## src/rtl/mempool_pkg.sv

```systemverilog
// Shared MemPool types: read-only cache control bundle, rule count and
// the flush sequencer state encoding.
package mempool_pkg;

  localparam int unsigned ROCacheNumAddrRules = 2;
  localparam int unsigned ROCacheAddrWidth    = 32;

  typedef struct packed {
    logic                                                  enable;
    logic                                                  flush_valid;
    logic [ROCacheNumAddrRules-1:0][ROCacheAddrWidth-1:0] start_addr;
    logic [ROCacheNumAddrRules-1:0][ROCacheAddrWidth-1:0] end_addr;
  } ro_cache_ctrl_t;

  typedef enum logic [1:0] {
    RoFlushIdle   = 2'd0,
    RoFlushFlush  = 2'd1,
    RoFlushUpdate = 2'd2
  } ro_flush_state_e;

endpackage

```

## src/rtl/ro_flush_ack_tracker.sv

```systemverilog
// Per-cache flush acknowledge mask; reports when every cache has been
// acknowledged, including acks landing in the current cycle.
module ro_flush_ack_tracker #(
  parameter int unsigned NumCaches = 4
) (
  input  logic                 clk,
  input  logic                 rst,
  input  logic                 active,
  input  logic                 clear,
  input  logic [NumCaches-1:0] ready,
  output logic [NumCaches-1:0] valid,
  output logic                 all_acked
);

  logic [NumCaches-1:0] ack_mask_q;
  logic [NumCaches-1:0] ack_mask_d;

  assign valid      = active ? ~ack_mask_q : '0;
  assign ack_mask_d = ack_mask_q | (valid & ready);
  assign all_acked  = &ack_mask_d;

  always_ff @(posedge clk) begin
    if (rst || clear) begin
      ack_mask_q <= '0;
    end else if (active) begin
      ack_mask_q <= ack_mask_d;
    end
  end

endmodule

```

## src/rtl/ro_cache_flush_ctrl.sv

```systemverilog
// Serialises enable, flush and address-rule updates for the read-only caches.
// Optional watchdog on the flush handshake: define RO_CACHE_FLUSH_TIMEOUT_EN.
module ro_cache_flush_ctrl
  import mempool_pkg::*;
#(
  parameter int unsigned NumCaches     = 4,
  parameter int unsigned NrAddrRules   = ROCacheNumAddrRules,
  parameter int unsigned AddrWidth     = 32,
  parameter int unsigned TimeoutCycles = 1024
) (
  input  logic                                  clk_i,
  input  logic                                  rst_i,
  input  logic                                  enable_i,
  input  logic                                  flush_req_i,
  input  logic                                  cfg_valid_i,
  output logic                                  cfg_ready_o,
  input  logic [NrAddrRules-1:0][AddrWidth-1:0] start_addr_i,
  input  logic [NrAddrRules-1:0][AddrWidth-1:0] end_addr_i,
  output logic                                  busy_o,
  output logic                                  flush_done_o,
  output ro_cache_ctrl_t [NumCaches-1:0]        ro_cache_ctrl_o,
  input  logic [NumCaches-1:0]                  flush_ready_i
`ifdef RO_CACHE_FLUSH_TIMEOUT_EN
  ,
  output logic                                  timeout_o
`endif
);

  ro_flush_state_e state_q, state_d;
  logic pend_q, pend_d;
  logic upd_pend_q;
  logic enable_q;
  logic cfg_hs, req;
  logic all_acked, timeout_hit;
  logic [NumCaches-1:0] flush_valid;
  logic [NrAddrRules-1:0][AddrWidth-1:0] shadow_start_q, shadow_end_q;
  logic [NrAddrRules-1:0][AddrWidth-1:0] start_q, end_q;

  assign cfg_ready_o  = ~upd_pend_q;
  assign cfg_hs       = cfg_valid_i & cfg_ready_o;
  assign req          = flush_req_i | cfg_hs;
  assign flush_done_o = (state_q == RoFlushUpdate);
  assign busy_o       = (state_q != RoFlushIdle) | pend_q;

  ro_flush_ack_tracker #(
    .NumCaches(NumCaches)
  ) i_ack_tracker (
    .clk      (clk_i),
    .rst      (rst_i),
    .active   (state_q == RoFlushFlush),
    .clear    (state_q == RoFlushUpdate),
    .ready    (flush_ready_i),
    .valid    (flush_valid),
    .all_acked(all_acked)
  );

  always_comb begin
    state_d = state_q;
    pend_d  = pend_q;
    case (state_q)
      RoFlushIdle: begin
        if (req || pend_q) begin
          state_d = RoFlushFlush;
          pend_d  = 1'b0;
        end
      end
      RoFlushFlush: begin
        if (req) pend_d = 1'b1;
        if (all_acked || timeout_hit) state_d = RoFlushUpdate;
      end
      RoFlushUpdate: begin
        if (req) pend_d = 1'b1;
        state_d = RoFlushIdle;
      end
      default: state_d = RoFlushIdle;
    endcase
  end

  // A cfg accepted in the UPDATE cycle must stay pending, so set wins over clear.
  always_ff @(posedge clk_i) begin
    if (rst_i) begin
      state_q        <= RoFlushIdle;
      pend_q         <= 1'b0;
      upd_pend_q     <= 1'b0;
      enable_q       <= 1'b0;
      shadow_start_q <= '0;
      shadow_end_q   <= '0;
      start_q        <= '0;
      end_q          <= '0;
    end else begin
      state_q  <= state_d;
      pend_q   <= pend_d;
      enable_q <= enable_i;
      if (cfg_hs) begin
        shadow_start_q <= start_addr_i;
        shadow_end_q   <= end_addr_i;
      end
      if (state_q == RoFlushUpdate && upd_pend_q) begin
        start_q <= shadow_start_q;
        end_q   <= shadow_end_q;
      end
      if (cfg_hs) upd_pend_q <= 1'b1;
      else if (state_q == RoFlushUpdate) upd_pend_q <= 1'b0;
    end
  end

  always_comb begin
    for (int unsigned i = 0; i < NumCaches; i++) begin
      ro_cache_ctrl_o[i].enable      = (state_q == RoFlushIdle) & enable_q;
      ro_cache_ctrl_o[i].flush_valid = flush_valid[i];
      ro_cache_ctrl_o[i].start_addr  = start_q;
      ro_cache_ctrl_o[i].end_addr    = end_q;
    end
  end

`ifdef RO_CACHE_FLUSH_TIMEOUT_EN
  localparam int unsigned CntW = $clog2(TimeoutCycles + 1);

  logic [CntW-1:0] tmo_cnt_q;
  logic            timeout_q;

  assign timeout_hit = (state_q == RoFlushFlush) && (tmo_cnt_q == CntW'(TimeoutCycles - 1));
  assign timeout_o   = timeout_q;

  always_ff @(posedge clk_i) begin
    if (rst_i) begin
      tmo_cnt_q <= '0;
      timeout_q <= 1'b0;
    end else begin
      if (state_q == RoFlushFlush) tmo_cnt_q <= tmo_cnt_q + 1'b1;
      else tmo_cnt_q <= '0;
      if (timeout_hit) timeout_q <= 1'b1;
    end
  end
`else
  assign timeout_hit = 1'b0;
  // Watchdog limit is only meaningful with the watchdog built in.
  if (TimeoutCycles == 0) begin : g_no_watchdog
  end
`endif

endmodule

```

## config.mk

```make
export PLATFORM = sky130hd
export DESIGN_NAME = ro_cache_flush_ctrl
export DESIGN_NICKNAME = d
export VERILOG_FILES = /design/src/rtl/mempool_pkg.sv /design/src/rtl/ro_flush_ack_tracker.sv /design/src/rtl/ro_cache_flush_ctrl.sv
export SDC_FILE = /design/constraint.sdc
export NUM_CORES = 1
export LEC_CHECK = 0
export ABC_CLOCK_PERIOD_IN_PS = 1880
export BUFFER_PORTS_ARGS = -buffer_cell sky130_fd_sc_hd__buf_2
export CAP_MARGIN = 30
export CORE_AREA = 2 2 260 262
export CTS_CLUSTER_SIZE = 8
export DETAILED_ROUTE_END_ITERATION = 6
export DIE_AREA = 0 0 262 264
export PLACE_DENSITY = 0.44
export SYNTH_ARGS = -nofsm -noshare
export SYNTH_HDL_FRONTEND = slang
export SYNTH_SLANG_ARGS = --single-unit
```

## constraint.sdc

```tcl
create_clock -name clk_i -period 1.88 [get_ports clk_i]
set_input_delay 0.376 -clock clk_i [delete_from_list [all_inputs] [get_ports clk_i]]
set_output_delay 0.376 -clock clk_i [all_outputs]
set_load 0.01 [all_outputs]
```

-- After elaboration in Yosys (flattened, before gate mapping)
Index checks and enable logic that the tools add are counted.
- register bits: 265
- output and inout port bits: 523
- logic and storage cells: 46
- equality and inequality tests: 5
- mux-type cells: 9
- bitwise logic cells: 8
- reduce and logical (&&, ||, !) cells: 11
- operators with widths (cell ; number):
    nonzero test 2 bit ; 3
    AND 4 bit ; 1
    two-way mux 1 bit ; 4
    two-way mux 2 bit ; 2
    two-way mux 4 bit ; 1
    inequality test 2 bit, second input constant ; 2
    NOT 4 bit ; 1
    OR 4 bit ; 1
    one-hot mux 2 bit (2 select lines) ; 1
    AND reduction 4 bit ; 1
    AND reduction 3 bit ; 1
    AND 1 bit ; 2
    == test 2 x 1 -> 1 bit, second input constant ; 1
    == test 2 bit, second input constant ; 1
    logical NOT 2 bit ; 1
    logical OR 1 bit ; 2
    inequality test 2 x 1 -> 1 bit, second input constant ; 1
    OR 1 bit ; 2
    one-hot mux 1 bit (2 select lines) ; 1
    AND reduction 2 bit ; 1
    OR reduction 2 bit ; 1
    logical AND 1 bit ; 1
    NOT 1 bit ; 1

-- Longest topological paths before layout
Gate-level depths: netlist of run 1.
- depth after elaboration: 7
- depth in mapped cells: 7

-- Modules after synthesis
A second synthesis of run 1 with hierarchy kept.
- cell total of the unflattened synthesis: 1553
- area total of the unflattened synthesis: 12106.6 µm²
- modules (own cells, without submodules) (module ; times used ; cells an instance ; area each (µm²)):
    ro_cache_flush_ctrl ; 1 ; 1532 ; 11918.9
    ro_flush_ack_tracker ; 1 ; 21 ; 187.7

-- Worst setup path after synthesis of run 1
No wires, ideal clock.
- kind: register to register
- start: register state_q[0]
- end: register start_q (netlist bit ro_cache_ctrl_o[76])
- setup time: 0.132 ns
- data arrival time: 1.346 ns
- slack: 0.402 ns
- stages on the path, launching flop included: 8
- clock period less this slack: 1.478 ns
- path through: dfxtp_1 -> inv_1 -> ha_1 -> and2_1 -> buf_4 -> buf_4 -> nand2_1 -> a21oi_1
- cells in the longest elaborated chain, start to end: 2
- RTL lines (item ; RTL line ; source):
    from (decl) ; ro_cache_flush_ctrl.sv:29 ; ro_flush_state_e state_q, state_d;
    from (signal assigned) ; ro_cache_flush_ctrl.sv:82 ; state_q <= RoFlushIdle;
    from (signal assigned) ; ro_cache_flush_ctrl.sv:91 ; state_q <= state_d;
    == test 2 bit ; - ;
    net flush_done_o ; ro_cache_flush_ctrl.sv:20 ; output logic flush_done_o,
    logical AND 1 bit ; ro_cache_flush_ctrl.sv:98 ; if (state_q == RoFlushUpdate && upd_pend_q) begin
    to (signal assigned) ; ro_cache_flush_ctrl.sv:99 ; start_q <= shadow_start_q;
    to (decl) ; ro_cache_flush_ctrl.sv:37 ; logic [NrAddrRules-1:0][AddrWidth-1:0] start_q, end_q;
The timed path passes the listed nets, and every way through them passes these cells.
A chain may end at the register's enable or synchronous reset.

==> flow_summary.json, run 1 <==
{
  "multiInputGateArea_sq_um": 3560,
  "synth.area.top_cells": "dfxtp_1, buf_4, nand2_1",
  "io_buffers": 659,
  "instances_no_fill": 2690,
  "hold_buffers": 0,
  "arrival_ps": 1430,
  "cts_made_buffers": 39,
  "hold_class": "in2reg",
  "grt_pass1_wl_microns": 55100,
  "power_density_nw_per_um2": 959,
  "grt_use_total": 0.103,
  "yosysWarningCount": 0,
  "clk_pin_slew_ps": 50,
  "syn_nets": 1693,
  "required_ps": 1500,
  "finalClockSkew_ps": 13.8,
  "synth_top_area_frac": 0.432,
  "place_ws_ps": 195,
  "dieArea_sq_um": 69200,
  "postRouteAntennaNets": 0,
  "cts.sinks": 265,
  "finalHoldViolCount": 0,
  "p_leak_nw": 7.24,
  "synth.distinct_cells": 23,
  "place_area_sq_um": 13600,
  "clk_latency_ps": 540,
  "crit_path_cell_trace": "inv_6 > ha_4 > nor2b_4 > buf_6",
  "relSlewSlack": 0.672,
  "setup_viol": 0,
  "antenna_found_initial": 9,
  "cp-end-kind": "output pin",
  "nNetsFinal": 1955,
  "grt_pass1_vias": 9367,
  "synth_top_area_cell": "dfxtp_1",
  "nFillCells": 7489,
  "htreeDepth": 2,
  "crit_family": "flip-flops",
  "fin_crit_sh": 0.961,
  "status": "completed",
  "tns_ps": 0,
  "critPathKind": "reg2out",
  "dieWidth_microns": 262,
  "synthFlopType": "dfxtp_1",
  "dp.cells": 2642,
  "syn-mean-instance-area_sq_um": 7.92,
  "hpwlAfterDp_microns": 27200,
  "wire_per_inst_microns": 14.1,
  "period_minus_slack_ps": 1810,
  "cts_tree": "built",
  "grt_max_degree": 69,
  "drc": 0,
  "crit_path_max_fanout": 7,
  "first_pass_iters": 7,
  "postLayoutCellArea_sq_um": 14800,
  "viasPerCell": 3.77,
  "num_vias": 10200,
  "clockBufferDepth": 3,
  "cts-root-buf": "clkbuf_16",
  "peakVddDrop_mv": 0.440,
  "drv_slew": 0,
  "gp_congestion": 0.717,
  "rows": 95,
  "synth_area_sq_um": 12300,
  "synthCells": 1551,
  "worst_slack_ps": 73.2,
  "drt_wl_total_microns": 37900,
  "fp.coreArea_sq_um": 66600,
  "synth_edf_count": 0,
  "areaGrowthSynthToFinish_pct": 20.2,
  "fmax_mhz": 553,
  "ioPinCount": 660,
  "worst_setup_path_start_kind": "flop",
  "grt-ovfl-total": 0,
  "tightest_slew_ps": 493,
  "drt-initial-drc-count": 401,
  "fin_util": 0.222,
  "drive_gt1_frac": 0.415,
  "slowest_delay_ps": 360,
  "async_reset_ff_frac": 0,
  "initial_utilization": 0.184,
  "cap_violations": 0,
  "seq_area_frac_synth": 0.432,
  "regArea_sq_um": 5310,
  "synth_seq_cells": 265,
  "path_buf_inv": 2,
  "die_y_microns": 264,
  "slowest_stage": "dfxtp_4"
}
## final timing paths
| path | startpoint | end | slack (ps) | cells after the start |
|---|---|---|---|---|
| min reg2reg | shadow_end_q[36] | ro_cache_ctrl_o[36] | 430 | 2 |
| max | state_q[1] | ro_cache_ctrl_o[128] | 70 | 4 |
| min | enable_i | enable_q | 70 | 2 |
| max reg2reg | state_q[0] | ro_cache_ctrl_o[24] | 280 | 6 |
## power by group
part | leakage [nW] | internal, mW | switching [mW] | total, mW
Sequential | 2.16 | 5.90 | 0.191 | 6.09
Clock | 0.514 | 3.81 | 2.46 | 6.27
Combinational | 4.57 | 0.755 | 1.04 | 1.80
Total | 7.24 | 10.5 | 3.70 | 14.2
## routing by layer
layer	vias to the layer above	part of all wire	wire, microns	track usage
met1	4721	0.40	15300	0.118
met4	14	0.022	817	0.0342
met2	345	0.50	19000	0.181
met5	-	0.0026	100	0
li1	5011	-	-	-
met3	63	0.070	2660	0.0292
## worst reg2reg max path, delay by kind of cell, from the launching register on
kind                       cells  cell delay, ps
and+or+nand+nor                2             440
DFF                            1             370
buffers and inverters          2             350
adders and majority gates      1             210
AOI/OAI and AO/OA              1             150
## placed cells by master (no fill, tap or decap), drive strengths merged
master and instances:
buf 694, nand2 514, dfxtp 265, a21oi 261, clkbuf 43, nand2b 6, nor3 5, nor2b 5
ha 5, inv 4, o21ai 3, and2 2, nor2 2, mux2i 2, clkinv 2, diode 1
and2b 1, o22ai 1, o311ai 1
## logic make-up (layout without fill, tap and decap cells)
kind of cell | after synthesis | count (layout) | synth area share
flops | 265 | 265 | 0.432
fa+ha+maj | 5 | 5 | 0.00509
buf+inv | 478 | 743 | 0.284
simple gates | 535 | 535 | 0.167
mux | 2 | 2 | 0.00163
other cells | 0 | 1 | 0
compound gates | 266 | 266 | 0.110
## per-stage QoR
stage	hold slack (ps)	power (mW)
floorplan	432	7.31
CTS	23.9	14.4
global placement	434	7.85
detailed placement	441	7.87
global route	55.5	14.9
finish	71.4	14.2
## registers in the layout (all words and copies together) (netlist names)
| register | count |
|---|---|
| ro_cache_ctrl_o | 128 |
| shadow_end_q | 64 |
| shadow_start_q | 64 |
| i_ack_tracker.ack_mask_q | 4 |
| state_q | 2 |
| enable_q | 1 |
| pend_q | 1 |
| upd_pend_q | 1 |
## synth_stat cells (2+ instances only)
cell,number
and2_1,2
mux2i_1,2
dfxtp_1,265
buf_4,390
buf_2,33
clkbuf_1,25
a21oi_1,261
nor3_1,5
o21ai_0,3
nor2_1,2
ha_1,5
nand2b_1,6
nor2b_1,5
buf_6,23
inv_1,3
nand2_1,514
## timing repair
action                     in CTS  in global routing
buffers inserted                1                  3
setup endpoints to repair      10                 10
pin swaps                       0                  0
resized for setup              12                  8
## area by class of cell
cell class | count | share of cell area
Sequential cell | 265 | 0.360
Timing Repair Buffer | 695 | 0.253
Multi-Input combinational cell | 808 | 0.241
Tap cell | 873 | 0.0740
Clock buffer | 42 | 0.0697
Inverter | 4 | 0.00153
Clock inverter | 2 | 0.000678
Antenna cell | 1 | 0.000169
(Power assumes the default switching activity.)
==> inputs of run 2 (changes only) <==
--- a/config.mk
+++ b/config.mk
@@ -8,11 +8,12 @@
 export ABC_CLOCK_PERIOD_IN_PS = 1880
 export BUFFER_PORTS_ARGS = -buffer_cell sky130_fd_sc_hd__buf_2
 export CAP_MARGIN = 30
-export CORE_AREA = 2 2 260 262
+export CORE_AREA = 2 2 256 258
 export CTS_CLUSTER_SIZE = 8
 export DETAILED_ROUTE_END_ITERATION = 6
-export DIE_AREA = 0 0 262 264
-export PLACE_DENSITY = 0.44
+export DIE_AREA = 0 0 258 260
+export GPL_ROUTABILITY_DRIVEN = 0
+export PLACE_DENSITY = 0.45
 export SYNTH_ARGS = -nofsm -noshare
 export SYNTH_HDL_FRONTEND = slang
 export SYNTH_SLANG_ARGS = --single-unit
==> run 2 against run 1 <==
  * Clock skew shrank 0.93 ps
  * Sequential share of layout area fell by 0.058 points
  * Maximum frequency decreased by 0.73%
  * Highest routed layer unchanged
  * Critical path depth stayed put
  * Final cell count decreased by 0.59%
  * Critical path type unchanged
  * Total power shrank 0.29%
  * Sequential power about the same
  * Final area up 0.16%
  * Non-clock buffer count rose by 2
  * Register-to-register slack better by 70 ps
  * Setup slack lost 13 ps
  * First-iteration DRC count down 6.2%
==> flow_summary.json, run 2 (synthesized netlist as in run 1, its figures left out) <==
{
  "fp.coreArea_sq_um": 64100,
  "crit_path_max_fanout": 7,
  "critical_path_depth": 4,
  "slowest_stage": "dfxtp_4",
  "initial_utilization": 0.192,
  "arrival_ps": 1440,
  "wire_per_inst_microns": 13.6,
  "final_cell_mix": "buf_2, nand2_1, dfxtp_1",
  "period_minus_slack_ps": 1820,
  "largest_register_ff_count": 128,
  "io_buffers": 659,
  "hold_buffers": 0,
  "path_buf_inv": 2,
  "antenna_found_initial": 7,
  "postRouteAntennaNets": 0,
  "slowest_delay_ps": 370,
  "critPathKind": "reg2out",
  "grt_max_degree": 69,
  "first_pass_iters": 4,
  "mostFrequentLayoutCell": "buf_2",
  "worst_setup_path_start_kind": "flop",
  "sequentialPowerShare": 0.431,
  "htreeDepth": 2,
  "rows": 93,
  "nNetsFinal": 1957,
  "crit_path_cell_trace": "inv_6 > ha_4 > nor2b_4 > buf_6",
  "grt-ovfl-total": 0,
  "instances_no_fill": 2674,
  "cts.sinks": 265,
  "clk_latency_ps": 540,
  "fmax_mhz": 549,
  "relSlewSlack": 0.634,
  "grt_pass1_wl_microns": 53300,
  "areaGrowthSynthToFinish_pct": 20.4,
  "grt_pass1_vias": 9224,
  "combPwrFrac": 0.129,
  "drive_gt1_frac": 0.416,
  "cts_made_buffers": 39,
  "die_y_microns": 260,
  "viasPerCell": 3.81,
  "p_leak_nw": 7.25,
  "fin_util": 0.231,
  "drt-initial-drc-count": 376,
  "ioPinCount": 660,
  "hold_class": "in2reg",
  "required_ps": 1500,
  "fin_crit_sh": 0.968,
  "dieArea_sq_um": 67100,
  "grt_use_total": 0.100,
  "drv_slew": 0,
  "dp.cells": 2626,
  "power_density_nw_per_um2": 955,
  "drc": 0,
  "finalClockSkew_ps": 12.9,
  "cp-end-kind": "output pin",
  "hpwlAfterDp_microns": 26000,
  "clk_pin_slew_ps": 50,
  "rsz0062_at_grt": "yes",
  "clkPwrFrac": 0.439,
  "clockBufferDepth": 3,
  "r2r_cells": 6,
  "num_vias": 10200,
  "totalPowerFinal_mw": 14.1,
  "cap_violations": 0,
  "min_delay_path_depth": 2,
  "cts-root-buf": "clkbuf_16",
  "switching_power_mw": 3.70,
  "switching_share": 0.262,
  "cts_tree": "built",
  "drt_wl_total_microns": 36300,
  "peakVddDrop_mv": 0.437,
  "regToRegSetupSlack_ps": 350,
  "dieWidth_microns": 258,
  "status": "completed",
  "tightest_slew_ps": 549,
  "crit_family": "flip-flops",
  "finalHoldViolCount": 0,
  "internal_power_mw": 10.4,
  "setup_viol": 0
}
## run 2: cell types whose count changed in the layout (fill, tap and decap cells not counted), sizes merged
cell	before	now
clkbuf	43	42
inv	4	5
buf	694	696
## run 2: stage by stage
stage               instance area [sq um]  setup WS (ps)  TNS, ps  hold slack, ps
floorplan                           12300            402        0             432
global placement                    13600            286        0             434
detailed placement                  13600            234        0             440
CTS                                 14800           2.83        0            11.0
global route                        14800          -18.9    -30.6            29.3
finish                              14800           59.9        0            59.0
## run 2: final timing paths
check | start | end
worst max register to register | state_q[0] | ro_cache_ctrl_o[2]
worst min register to register | shadow_start_q[63] | ro_cache_ctrl_o[127]
worst min-delay path | enable_i | enable_q
worst max-delay path | state_q[1] | ro_cache_ctrl_o[128]
## run 2: what timing repair did
| item | in CTS | in global routing |
|---|---|---|
| endpoints found under the setup margin | 10 | 4 |
| resized for setup | 19 | 4 |
| buffers inserted | 2 | 1 |
| pin swaps | 1 | 0 |
## run 2: routing by layer
layer  wire [microns]  track usage  vias up
li1                 -            -     5020
met1            14200        0.111     4749
met2            18600        0.180      356
met3             2600       0.0292       61
met4              951       0.0387       10
met5               65            0        -
## run 2: worst reg2reg max path: stages (launching register included)
cell and delay [ps]:
dfxtp_4 360, inv_4 90, ha_4 160, and2_4 240, buf_12 260, nand2_1 220
a21oi_1 130
## run 2: cell type report
type / instances / area, sq um
fillers: 7118 / 49300
flip-flops and latches: 265 / 5310
repair buffers: 697 / 3770
multi-input cells: 808 / 3570
well taps: 855 / 1070
clock buffers: 41 / 1000
clock inverters: 3 / 33.8
inverters: 4 / 22.5
diodes: 1 / 2.50
## run 2: power groups by stage
stage	combinational [mW]	sequential, mW	clock (mW)
CTS	1.82	6.09	6.48
detailed placement	1.70	6.17	0
finish	1.83	6.09	6.20
global route	2.03	6.12	6.71
global placement	1.68	6.16	0
floorplan	1.17	6.14	0
